`src/rtl/alu_pkg.sv`:
```
// Shared definitions for the ALU operand collector: state encoding, opcodes,
// the per-opcode required-operand mask and the opcode legality check.
package alu_pkg;

    typedef enum logic {
        ST_IDLE = 1'b0,
        ST_WAIT = 1'b1
    } state_e;

    // Arithmetic opcodes (MODE=1)
    localparam int unsigned ARITH_ADD     = 0;
    localparam int unsigned ARITH_SUB     = 1;
    localparam int unsigned ARITH_ADD_CIN = 2;
    localparam int unsigned ARITH_SUB_CIN = 3;
    localparam int unsigned ARITH_INC_A   = 4;
    localparam int unsigned ARITH_DEC_A   = 5;
    localparam int unsigned ARITH_INC_B   = 6;
    localparam int unsigned ARITH_DEC_B   = 7;
    localparam int unsigned ARITH_CMP     = 8;
    localparam int unsigned ARITH_MUL_INC = 9;
    localparam int unsigned ARITH_MUL_SHL = 10;
    localparam int unsigned ARITH_MAX_OP  = ARITH_MUL_SHL;

    // Logical opcodes (MODE=0)
    localparam int unsigned LOGIC_AND    = 0;
    localparam int unsigned LOGIC_NAND   = 1;
    localparam int unsigned LOGIC_OR     = 2;
    localparam int unsigned LOGIC_NOR    = 3;
    localparam int unsigned LOGIC_XOR    = 4;
    localparam int unsigned LOGIC_XNOR   = 5;
    localparam int unsigned LOGIC_NOT_A  = 6;
    localparam int unsigned LOGIC_NOT_B  = 7;
    localparam int unsigned LOGIC_SHR1_A = 8;
    localparam int unsigned LOGIC_SHL1_A = 9;
    localparam int unsigned LOGIC_SHR1_B = 10;
    localparam int unsigned LOGIC_SHL1_B = 11;
    localparam int unsigned LOGIC_ROL    = 12;
    localparam int unsigned LOGIC_ROR    = 13;
    localparam int unsigned LOGIC_MAX_OP = LOGIC_ROR;

    // Operand masks: bit 1 = OPA, bit 0 = OPB
    localparam logic [1:0] NEED_AB = 2'b11;
    localparam logic [1:0] NEED_A  = 2'b10;
    localparam logic [1:0] NEED_B  = 2'b01;

    // Operands an opcode consumes; unknown codes conservatively need both.
    function automatic logic [1:0] req_mask(input logic mode, input int unsigned cmd);
        logic [1:0] need;
        need = NEED_AB;
        if (mode) begin
            case (cmd)
                ARITH_INC_A, ARITH_DEC_A: need = NEED_A;
                ARITH_INC_B, ARITH_DEC_B: need = NEED_B;
                default:                  need = NEED_AB;
            endcase
        end else begin
            case (cmd)
                LOGIC_NOT_A, LOGIC_SHR1_A, LOGIC_SHL1_A: need = NEED_A;
                LOGIC_NOT_B, LOGIC_SHR1_B, LOGIC_SHL1_B: need = NEED_B;
                default:                                 need = NEED_AB;
            endcase
        end
        return need;
    endfunction

    function automatic logic cmd_legal(input logic mode, input int unsigned cmd);
        return mode ? (cmd <= ARITH_MAX_OP) : (cmd <= LOGIC_MAX_OP);
    endfunction

endpackage

```
`src/rtl/alu_operand_collector.sv`:
```
// Collects OPA/OPB beats for one ALU command and issues a registered operation,
// with a missing-operand timeout. Define ALU_OPCODE_CHECK_EN to flag illegal opcodes.
module alu_operand_collector
    import alu_pkg::*;
#(
    parameter int unsigned WIDTH          = 8,
    parameter int unsigned CMD_WIDTH      = 4,
    parameter int unsigned TIMEOUT_CYCLES = 16
) (
    input  logic                 CLK,
    input  logic                 RST,
    input  logic                 CE,
    input  logic [1:0]           IN_VALID,
    input  logic [WIDTH-1:0]     OPA_IN,
    input  logic [WIDTH-1:0]     OPB_IN,
    input  logic [CMD_WIDTH-1:0] CMD_IN,
    input  logic                 MODE_IN,
    input  logic                 CIN_IN,
    output logic                 IN_READY,
    output logic [WIDTH-1:0]     OPA,
    output logic [WIDTH-1:0]     OPB,
    output logic [CMD_WIDTH-1:0] CMD,
    output logic                 MODE,
    output logic                 CIN,
    output logic [1:0]           INP_VALID,
    output logic                 ISSUE,
    output logic                 TMO_ERR,
    output logic                 CMD_ERR
);

    localparam int unsigned CNT_W = (TIMEOUT_CYCLES > 2) ? $clog2(TIMEOUT_CYCLES) : 1;
    localparam logic [CNT_W-1:0] CNT_LAST = CNT_W'(TIMEOUT_CYCLES - 1);

    state_e               state_q, state_d;
    logic [CNT_W-1:0]     count_q, count_d;
    logic [1:0]           have_q, have_d;
    logic [WIDTH-1:0]     a_q, a_d, b_q, b_d;
    logic [CMD_WIDTH-1:0] cmd_q, cmd_d;
    logic                 mode_q, mode_d, cin_q, cin_d;

    logic [WIDTH-1:0]     opa_q, opa_d, opb_q, opb_d;
    logic [CMD_WIDTH-1:0] ocmd_q, ocmd_d;
    logic                 omode_q, omode_d, ocin_q, ocin_d;
    logic [1:0]           oiv_q, oiv_d;
    logic                 issue_q, issue_d, tmo_q, tmo_d, cerr_q, cerr_d;

    logic                 is_idle;
    logic [1:0]           have_nx, need_c;
    logic [WIDTH-1:0]     a_nx, b_nx;
    logic [CMD_WIDTH-1:0] cmd_nx;
    logic                 mode_nx, cin_nx;
    logic                 covered_c, bad_c, tmo_c, fire_c;

    // Operation as it would look after merging this cycle's beat
    assign is_idle   = (state_q == ST_IDLE);
    assign have_nx   = is_idle ? IN_VALID : (have_q | IN_VALID);
    assign a_nx      = IN_VALID[1] ? OPA_IN : (is_idle ? '0 : a_q);
    assign b_nx      = IN_VALID[0] ? OPB_IN : (is_idle ? '0 : b_q);
    assign cmd_nx    = is_idle ? CMD_IN  : cmd_q;
    assign mode_nx   = is_idle ? MODE_IN : mode_q;
    assign cin_nx    = is_idle ? CIN_IN  : cin_q;
    assign need_c    = req_mask(mode_nx, 32'(cmd_nx));
    assign covered_c = ((have_nx & need_c) == need_c);

`ifdef ALU_OPCODE_CHECK_EN
    assign bad_c = is_idle && !cmd_legal(MODE_IN, 32'(CMD_IN));
`else
    assign bad_c = 1'b0;
`endif

    // Completion on the last WAIT cycle wins over the timeout
    assign tmo_c  = !is_idle && (count_q == CNT_LAST) && !covered_c;
    assign fire_c = CE && (is_idle ? ((|IN_VALID) && (covered_c || bad_c))
                                   : (covered_c || tmo_c));

    assign IN_READY = CE;

    always_ff @(posedge CLK or negedge RST) begin
        if (!RST) begin
            state_q <= ST_IDLE;
            count_q <= '0;
            have_q  <= '0;
            a_q     <= '0;
            b_q     <= '0;
            cmd_q   <= '0;
            mode_q  <= 1'b0;
            cin_q   <= 1'b0;
            opa_q   <= '0;
            opb_q   <= '0;
            ocmd_q  <= '0;
            omode_q <= 1'b0;
            ocin_q  <= 1'b0;
            oiv_q   <= '0;
            issue_q <= 1'b0;
            tmo_q   <= 1'b0;
            cerr_q  <= 1'b0;
        end else begin
            state_q <= state_d;
            count_q <= count_d;
            have_q  <= have_d;
            a_q     <= a_d;
            b_q     <= b_d;
            cmd_q   <= cmd_d;
            mode_q  <= mode_d;
            cin_q   <= cin_d;
            opa_q   <= opa_d;
            opb_q   <= opb_d;
            ocmd_q  <= ocmd_d;
            omode_q <= omode_d;
            ocin_q  <= ocin_d;
            oiv_q   <= oiv_d;
            issue_q <= issue_d;
            tmo_q   <= tmo_d;
            cerr_q  <= cerr_d;
        end
    end

    // Next state and collection registers
    always_comb begin
        state_d = state_q;
        count_d = count_q;
        have_d  = have_q;
        a_d     = a_q;
        b_d     = b_q;
        cmd_d   = cmd_q;
        mode_d  = mode_q;
        cin_d   = cin_q;
        if (CE) begin
            if (is_idle) begin
                if (|IN_VALID) begin
                    have_d  = have_nx;
                    a_d     = a_nx;
                    b_d     = b_nx;
                    cmd_d   = cmd_nx;
                    mode_d  = mode_nx;
                    cin_d   = cin_nx;
                    count_d = '0;
                    if (!fire_c) begin
                        state_d = ST_WAIT;
                    end
                end
            end else begin
                have_d  = have_nx;
                a_d     = a_nx;
                b_d     = b_nx;
                count_d = count_q + CNT_W'(1);
                if (fire_c) begin
                    state_d = ST_IDLE;
                    count_d = '0;
                end
            end
        end
    end

    // Issued operation: payload holds between issues, flags pulse
    always_comb begin
        opa_d   = opa_q;
        opb_d   = opb_q;
        ocmd_d  = ocmd_q;
        omode_d = omode_q;
        ocin_d  = ocin_q;
        oiv_d   = oiv_q;
        issue_d = 1'b0;
        tmo_d   = 1'b0;
        cerr_d  = 1'b0;
        if (fire_c) begin
            opa_d   = a_nx;
            opb_d   = b_nx;
            ocmd_d  = cmd_nx;
            omode_d = mode_nx;
            ocin_d  = cin_nx;
            oiv_d   = have_nx;
            issue_d = 1'b1;
            tmo_d   = tmo_c;
            cerr_d  = bad_c;
        end
    end

    assign OPA       = opa_q;
    assign OPB       = opb_q;
    assign CMD       = ocmd_q;
    assign MODE      = omode_q;
    assign CIN       = ocin_q;
    assign INP_VALID = oiv_q;
    assign ISSUE     = issue_q;
    assign TMO_ERR   = tmo_q;
    assign CMD_ERR   = cerr_q;

endmodule
```
`config.mk`:
```
export PLATFORM = sky130hd
export DESIGN_NAME = alu_operand_collector
export DESIGN_NICKNAME = d
export VERILOG_FILES = /design/src/rtl/alu_pkg.sv /design/src/rtl/alu_operand_collector.sv
export SDC_FILE = /design/constraint.sdc
export NUM_CORES = 1
export LEC_CHECK = 0
export ABC_AREA = 1
export CAP_MARGIN = 10
export CORE_MARGIN = 1.5
export CORE_UTILIZATION = 45
export CTS_CLUSTER_DIAMETER = 150
export DETAILED_ROUTE_END_ITERATION = 12
export PLACE_DENSITY_LB_ADDON = 0.25
export SKIP_CTS_REPAIR_TIMING = 1
export SLEW_MARGIN = 20
export SYNTH_ARGS = -nofsm -noshare
export SYNTH_HDL_FRONTEND = slang
export SYNTH_SLANG_ARGS = --single-unit
```
`constraint.sdc`:
```
create_clock -name CLK -period 1.9 [get_ports CLK]
set_input_delay 0.285 -clock CLK [delete_from_list [all_inputs] [get_ports CLK]]
set_output_delay 0.285 -clock CLK [all_outputs]
set_load 0.02 [all_outputs]
```
==> results of run 1 <==
[cell usage after synthesis]
cell type	instances
buf_1	1
inv_1	34
nand2_4	1
or2_2	1
nor2_2	1
a21oi_1	2
nor2_1	9
nand3_2	1
ha_1	1
nand2_2	22
buf_2	3
buf_4	4
a31oi_1	1
buf_12	2
nor3b_1	1
a21oi_2	1
nand3_4	1
o21ai_1	2
o21bai_1	3
clkbuf_1	7
conb_1	1
dfrtp_1	55
inv_2	1
buf_6	3
nand4_1	2
nand3b_1	1
nand3_1	27
nand2_1	102
o21ai_0	44
[layout by cell type, fill, tap and decap left out, types with 2 or more instances in the layout]
master	Yosys	routed
o21bai_1	3	3
clkdlybuf4s50_1	0	52
dfrtp_1	55	54
inv_1	34	34
a21oi_1	2	2
nor2_1	9	9
nand4_1	2	2
o21ai_0	44	44
buf_4	4	14
nand2_1	102	102
o21ai_1	2	2
nand2_2	22	22
clkbuf_8	0	5
nand3_1	27	27
[layer usage]
layer  GRT usage  vias to the layer above
met5           0                        -
met4      0.0414                        0
met3      0.0337                        4
met2       0.338                       42
met1       0.249                     1081
li1            -                     1154
[cell families after synthesis]
kind of cell | count (synthesis)
AOI/OAI and AO/OA | 53
adders and majority gates | 1
buffers and inverters | 55
DFF | 55
other | 1
and+or+nand+nor | 169
[power by group through the flow]
| stage | Sequential, mW | Clock, mW | Combinational (mW) |
|---|---|---|---|
| floorplan | 2.11 | 0 | 1.47 |
| global placement | 1.91 | 0 | 2.41 |
| detailed placement | 1.92 | 0 | 2.44 |
| CTS | 1.90 | 0.650 | 2.45 |
| global route | 1.95 | 0.697 | 2.75 |
| finish | 1.89 | 0.629 | 2.45 |
[worst paths after layout]
kind	startpoint	end	slack, ns	cells after the start
hold reg to reg	OPA[1]	OPA[1]	0.49	2
setup / recovery	CE	IN_READY	0.05	2
min in group CLK	OPA[1]	OPA[1]	0.49	2
hold / removal	RST	OPA[3]	0.48	3
max in group asynchronous	RST	state_q	1.12	3
setup reg to reg	state_q	count_q[3]	0.17	10
[per-stage QoR]
stage | total power [mW] | setup TNS [ns] | worst slack [ns]
floorplan | 3.58 | 0 | 0.331
global placement | 4.32 | -0.360 | -0.0712
detailed placement | 4.36 | -0.898 | -0.0930
CTS | 4.99 | -0.960 | -0.108
global route | 5.40 | 0 | 0.00608
finish | 4.97 | 0 | 0.0470
[final cells by class]
cell class | count | area (sq um) | share of cell area
tap | 75 | 93.8 | 0.0274
sequential | 55 | 1380 | 0.403
multi-input combinational | 224 | 1070 | 0.313
clock inverter | 2 | 12.5 | 0.00366
timing repair buffer | 69 | 661 | 0.193
clock buffer | 6 | 72.6 | 0.0212
inverter | 35 | 131 | 0.0384
[flip-flops by register name, indices dropped and copies added, names as in the netlist]
| name | cells |
|---|---|
| cin_q | 1 |
| CIN | 1 |
| count_q | 4 |
| state_q | 1 |
| TMO_ERR | 1 |
| a_q | 8 |
| OPA | 8 |
| have_q | 2 |
| b_q | 8 |
| INP_VALID | 2 |
| CMD | 4 |
| MODE | 1 |
| ISSUE | 1 |
| cmd_q | 4 |
| mode_q | 1 |
| OPB | 8 |
[worst min-delay path, cell delays in order]
cell	delay [ns]
dlygate4sd3_1	0.51
buf_2	0.12
buf_12	0.26
==> results.txt, run 1 <==
Min Hold Slack - 0.479 ns
Global-route wire length before repair - 9640 um
Fin area - 3420 sq um
Crit path required time - 1.62 ns
CP dominant cell by count - clkdlybuf4s50_1
Core footprint - 5890 sq um
Switching pwr - 2.09 mW
Fin crit period - 1.85 ns
ANT cells - 0
CP max stage cell - clkdlybuf4s50_1
Die extent in x - 80.7 um
Synth Area in Simple Gates - 0.283
Synth area leader - dfrtp_1
Layout Utilization - 0.581
CTS Sinks - 55
Synth Area in Compound Gates - 0.102
Layout area overhead - 25.8%
H-tree Lvls - 2
MaxCap Viol Count - 0
Final period utilization - 0.975
Cell-by-cell trace of the critical path - clkdlybuf4s50_1 > clkdlybuf4s50_1
Syn Area/Cell - 8.14 sq um
Syn. warnings - 0
HPWL Detailed - 4020 um
#FFs+latches synth - 55
Clock Power Share - 0.127
Switching Fraction - 0.421
Met3 wire len - 214 um
DP Area - 3310 sq um
Placed cells - 457
Starting density of the core - 0.462
Post-synthesis adder-cell area fraction - 0.00460
Synth unique cells - 29
Setup violations, final - 0
Worst path arrival time - 1.57 ns
PD cells - 1450 nW/um^2
Seq/Total Area, Yosys - 0.506
Crit path largest cell delay - 0.66 ns
Metal2 WL - 2780 um
Area share of the largest cell type after synthesis - 0.506
Setup CP Type - in -> out
Synth top area cells - dfrtp_1 51%, nand2_1 14%, o21ai_0 8.1%, nand2_2 5.1%, nand3_1 5.0%
Gpl congestion - 0.769
Share of layout cells above drive strength 1 - 0.136
Congestion Overflow GR - 0
Fmax - 540 MHz
Clk_skew - 0.0142 ns
Fin nets - 418
Post-Synth XOR/XNOR Area - 0
Clock slew at reported path FFs - 0.10 ns
Skew-Pair Late Insertion Delay - 0.31 ns
Root Buffer - clkbuf_8
Crit start category - primary input
Via-per-instance ratio - 4.89
HP Class - in -> async
I/O pin total - 55
Row count - 28
Static Leak - 1.66 nW
Cell Int Power - 2.88 mW
DR iter-0 viols - 162
IO Port Bufs - 53
Post-synthesis instance total - 334
Drt pass-1 iters - 4
CP delay by family, top - buffers and inverters
Total track usage - 0.192
Die height - 80.7 um
Slew Limit Fails - 0
Critical Path Sink Type - output port
Longest Clk Path Bufs - 2
Fillcell total - 521
Net Count, Synth - 362
Final hold violation count - 0
Crit Path Max Fanout - 6
Worst vdd ir - 649 uV
Post-DRT Antenna Nets - 0
Netlist Area Pre-Place - 2720 sq um
Logic pwr share - 0.492
DR DRC count - 0
Initial antenna violation count - 0
Vias in the first global route - 2151
Die area - 6520 sq um
Top Metal Used - met4
Routed WL - 5730 um
Finished Layout Cells - 466
CTS tree - yes
Vias - 2281
RSZ-0062 raised after global routing - no
Wl on met1 - 2690 um
Seq pwr share - 0.381
Post-synthesis mux area share - 0
Bufs and invs on worst path - 2
Outcome - finished, final reports clean
Largest net degree at the start of global routing - 56
Combinational family with the most area after synthesis - simple AND/OR/NAND/NOR gates
Num CTS Buffers - 5
Post-DR wirelength/cell - 12.3 um
Note: power is estimated with default switching activity, not from simulation.
==> run 2, diff against run 1 <==
--- a/config.mk
+++ b/config.mk
@@ -11,9 +11,9 @@
 export CORE_UTILIZATION = 45
 export CTS_CLUSTER_DIAMETER = 150
 export DETAILED_ROUTE_END_ITERATION = 12
-export PLACE_DENSITY_LB_ADDON = 0.25
+export PLACE_DENSITY = 0.7
 export SKIP_CTS_REPAIR_TIMING = 1
-export SLEW_MARGIN = 20
+export SLEW_MARGIN = 0
 export SYNTH_ARGS = -nofsm -noshare
 export SYNTH_HDL_FRONTEND = slang
 export SYNTH_SLANG_ARGS = --single-unit
==> results.txt, run 2 (synthesis results as in run 1) <==
Root Buffer - clkbuf_8
Layout area overhead - 27.9%
Vias - 2307
MaxCap Viol Count - 0
Crit start category - flop
I/O pin total - 55
Post-DR wirelength/cell - 12.6 um
Met1 usage - 0.268
Seq pwr share - 0.362
Row count - 28
Num CTS Buffers - 5
Finished Layout Cells - 471
Via-per-instance ratio - 4.90
Initial antenna violation count - 0
Cell Int Power - 3.02 mW
Logic pwr share - 0.513
Vias in the first global route - 2184
Static Leak - 1.69 nW
CP delay by family, top - simple AND/OR/NAND/NOR gates
RSZ-0062 raised after global routing - no
Starting density of the core - 0.462
CTS tree - yes
Switching Fraction - 0.417
Critical Path Sink Type - flop
HPWL Detailed - 4110 um
Cell-by-cell trace of the critical path - clkbuf_4 > nand2_1 > o21ai_1 > nand2_1 > o21ai_0 > nand2_2 > nand3_4 > nand2_4 > buf_12 > nand2_1 > nand2_1
Post-DRT Antenna Nets - 0
Slew Limit Fails - 0
Drt pass-1 iters - 4
DR DRC count - 0
Worst path arrival time - 1.99 ns
H-tree Lvls - 2
Setup CP Type - reg -> reg
Skew-Pair Late Insertion Delay - 0.31 ns
PD cells - 1490 nW/um^2
M3 GR Usage - 0.0371
Met2 global-route usage - 0.324
Crit path required time - 2.10 ns
Bufs and invs on worst path - 2
Routed WL - 5940 um
Placed cells - 457
Fin area - 3480 sq um
Fmax - 558 MHz
Setup_tns - 0 ns
Most frequent cells in the layout - 102 x nand2_1, 54 x dfrtp_1, 52 x clkdlybuf4s50_1, 44 x o21ai_0, 34 x inv_1
Final hold violation count - 0
Fin nets - 423
Commonest non-fill, non-tap cell in the layout - nand2_1
Crit path largest cell delay - 0.47 ns
Setup violations, final - 0
IO Port Bufs - 53
HP Class - in -> async
Congestion Overflow GR - 0
Worst vdd ir - 652 uV
Fin crit period - 1.79 ns
Die height - 80.7 um
Clock slew at reported path FFs - 0.10 ns
Clk_skew - 0.00797 ns
Gpl congestion - 0.745
Largest net degree at the start of global routing - 56
ANT cells - 0
Global-route wire length before repair - 9850 um
Crit Path Max Fanout - 19
Min Hold Slack - 0.481 ns
Die area - 6520 sq um
CP dominant cell by count - nand2_1
CTS Sinks - 55
Share of layout cells above drive strength 1 - 0.149
Core footprint - 5890 sq um
Final period utilization - 0.944
Die extent in x - 80.7 um
DP Area - 3340 sq um
Outcome - finished, final reports clean
Total track usage - 0.198
Longest Clk Path Bufs - 2
Clock Power Share - 0.125
Switching pwr - 2.16 mW
DR iter-0 viols - 163
Gr busiest metal - met2
CP max stage cell - dfrtp_2
run 2: cell count changes in the layout (fill, tap and decap cells not counted):
cell        previous run  this run
buf_12                 1         3
buf_4                 14        16
clkbuf_1               1         0
clkbuf_4               0         1
clkinvlp_4             1         2
nand2_4                0         1
nand2_8                1         0
run 2: power by group through the flow:
stage / clock [mW] / sequential, mW / combinational, mW
2_1_floorplan: 0 / 2.11 / 1.47
3_3_place_gp: 0 / 1.91 / 2.52
3_5_place_dp: 0 / 1.92 / 2.57
4_1_cts: 0.669 / 1.90 / 2.57
5_1_grt: 0.707 / 1.92 / 2.95
6_report: 0.647 / 1.87 / 2.66
run 2: cell type report:
cell class              instances  area, sq um
inverters                      35          131
clock buffers                   5         68.8
well taps                      75         93.8
flip-flops and latches         55         1380
fillers                       520         2410
clock inverters                 3         20.0
multi-input cells             224         1060
repair buffers                 74          723
run 2: worst paths after layout:
check	from	to	slack, ns	depth (start not counted)
min in group CLK	INP_VALID[0]	INP_VALID[0]	0.49	2
worst min-delay path	RST	OPA[7]	0.48	3
worst min register to register	INP_VALID[0]	INP_VALID[0]	0.49	2
worst max-delay path	state_q	CMD[0]	0.11	11
worst max register to register	state_q	CMD[0]	0.11	11
max in group asynchronous	RST	state_q	1.14	3
run 2: per-stage QoR:
step                total power, mW   util  setup slack, ns
global placement               4.43  0.567           0.0195
detailed placement             4.49  0.567          -0.0568
CTS                            5.14  0.582          -0.0548
finish                         5.18  0.591            0.107
floorplan                      3.58      -            0.331
global route                   5.58  0.591          0.00829
run 2: layer usage:
layer  wire length, um  part of all wire  up-vias
met5                 0                 0        -
li1                  -                 -     1164
met4                72             0.012        0
met2              2770              0.47       58
met3               260             0.044        7
met1              2840              0.48     1078
run 2: worst min-delay path: cells and delay by family:
family / cells / cell delay, ns
buffers and inverters: 3 / 0.90
==> run 3, diff against run 2 <==
--- a/config.mk
+++ b/config.mk
@@ -13,7 +13,7 @@
 export DETAILED_ROUTE_END_ITERATION = 12
 export PLACE_DENSITY = 0.7
 export SKIP_CTS_REPAIR_TIMING = 1
-export SLEW_MARGIN = 0
+export SLEW_MARGIN = 40
 export SYNTH_ARGS = -nofsm -noshare
 export SYNTH_HDL_FRONTEND = slang
 export SYNTH_SLANG_ARGS = --single-unit
==> results of run 3 <==
No change in the layout: final DEF, timing and power equal those of run 2.
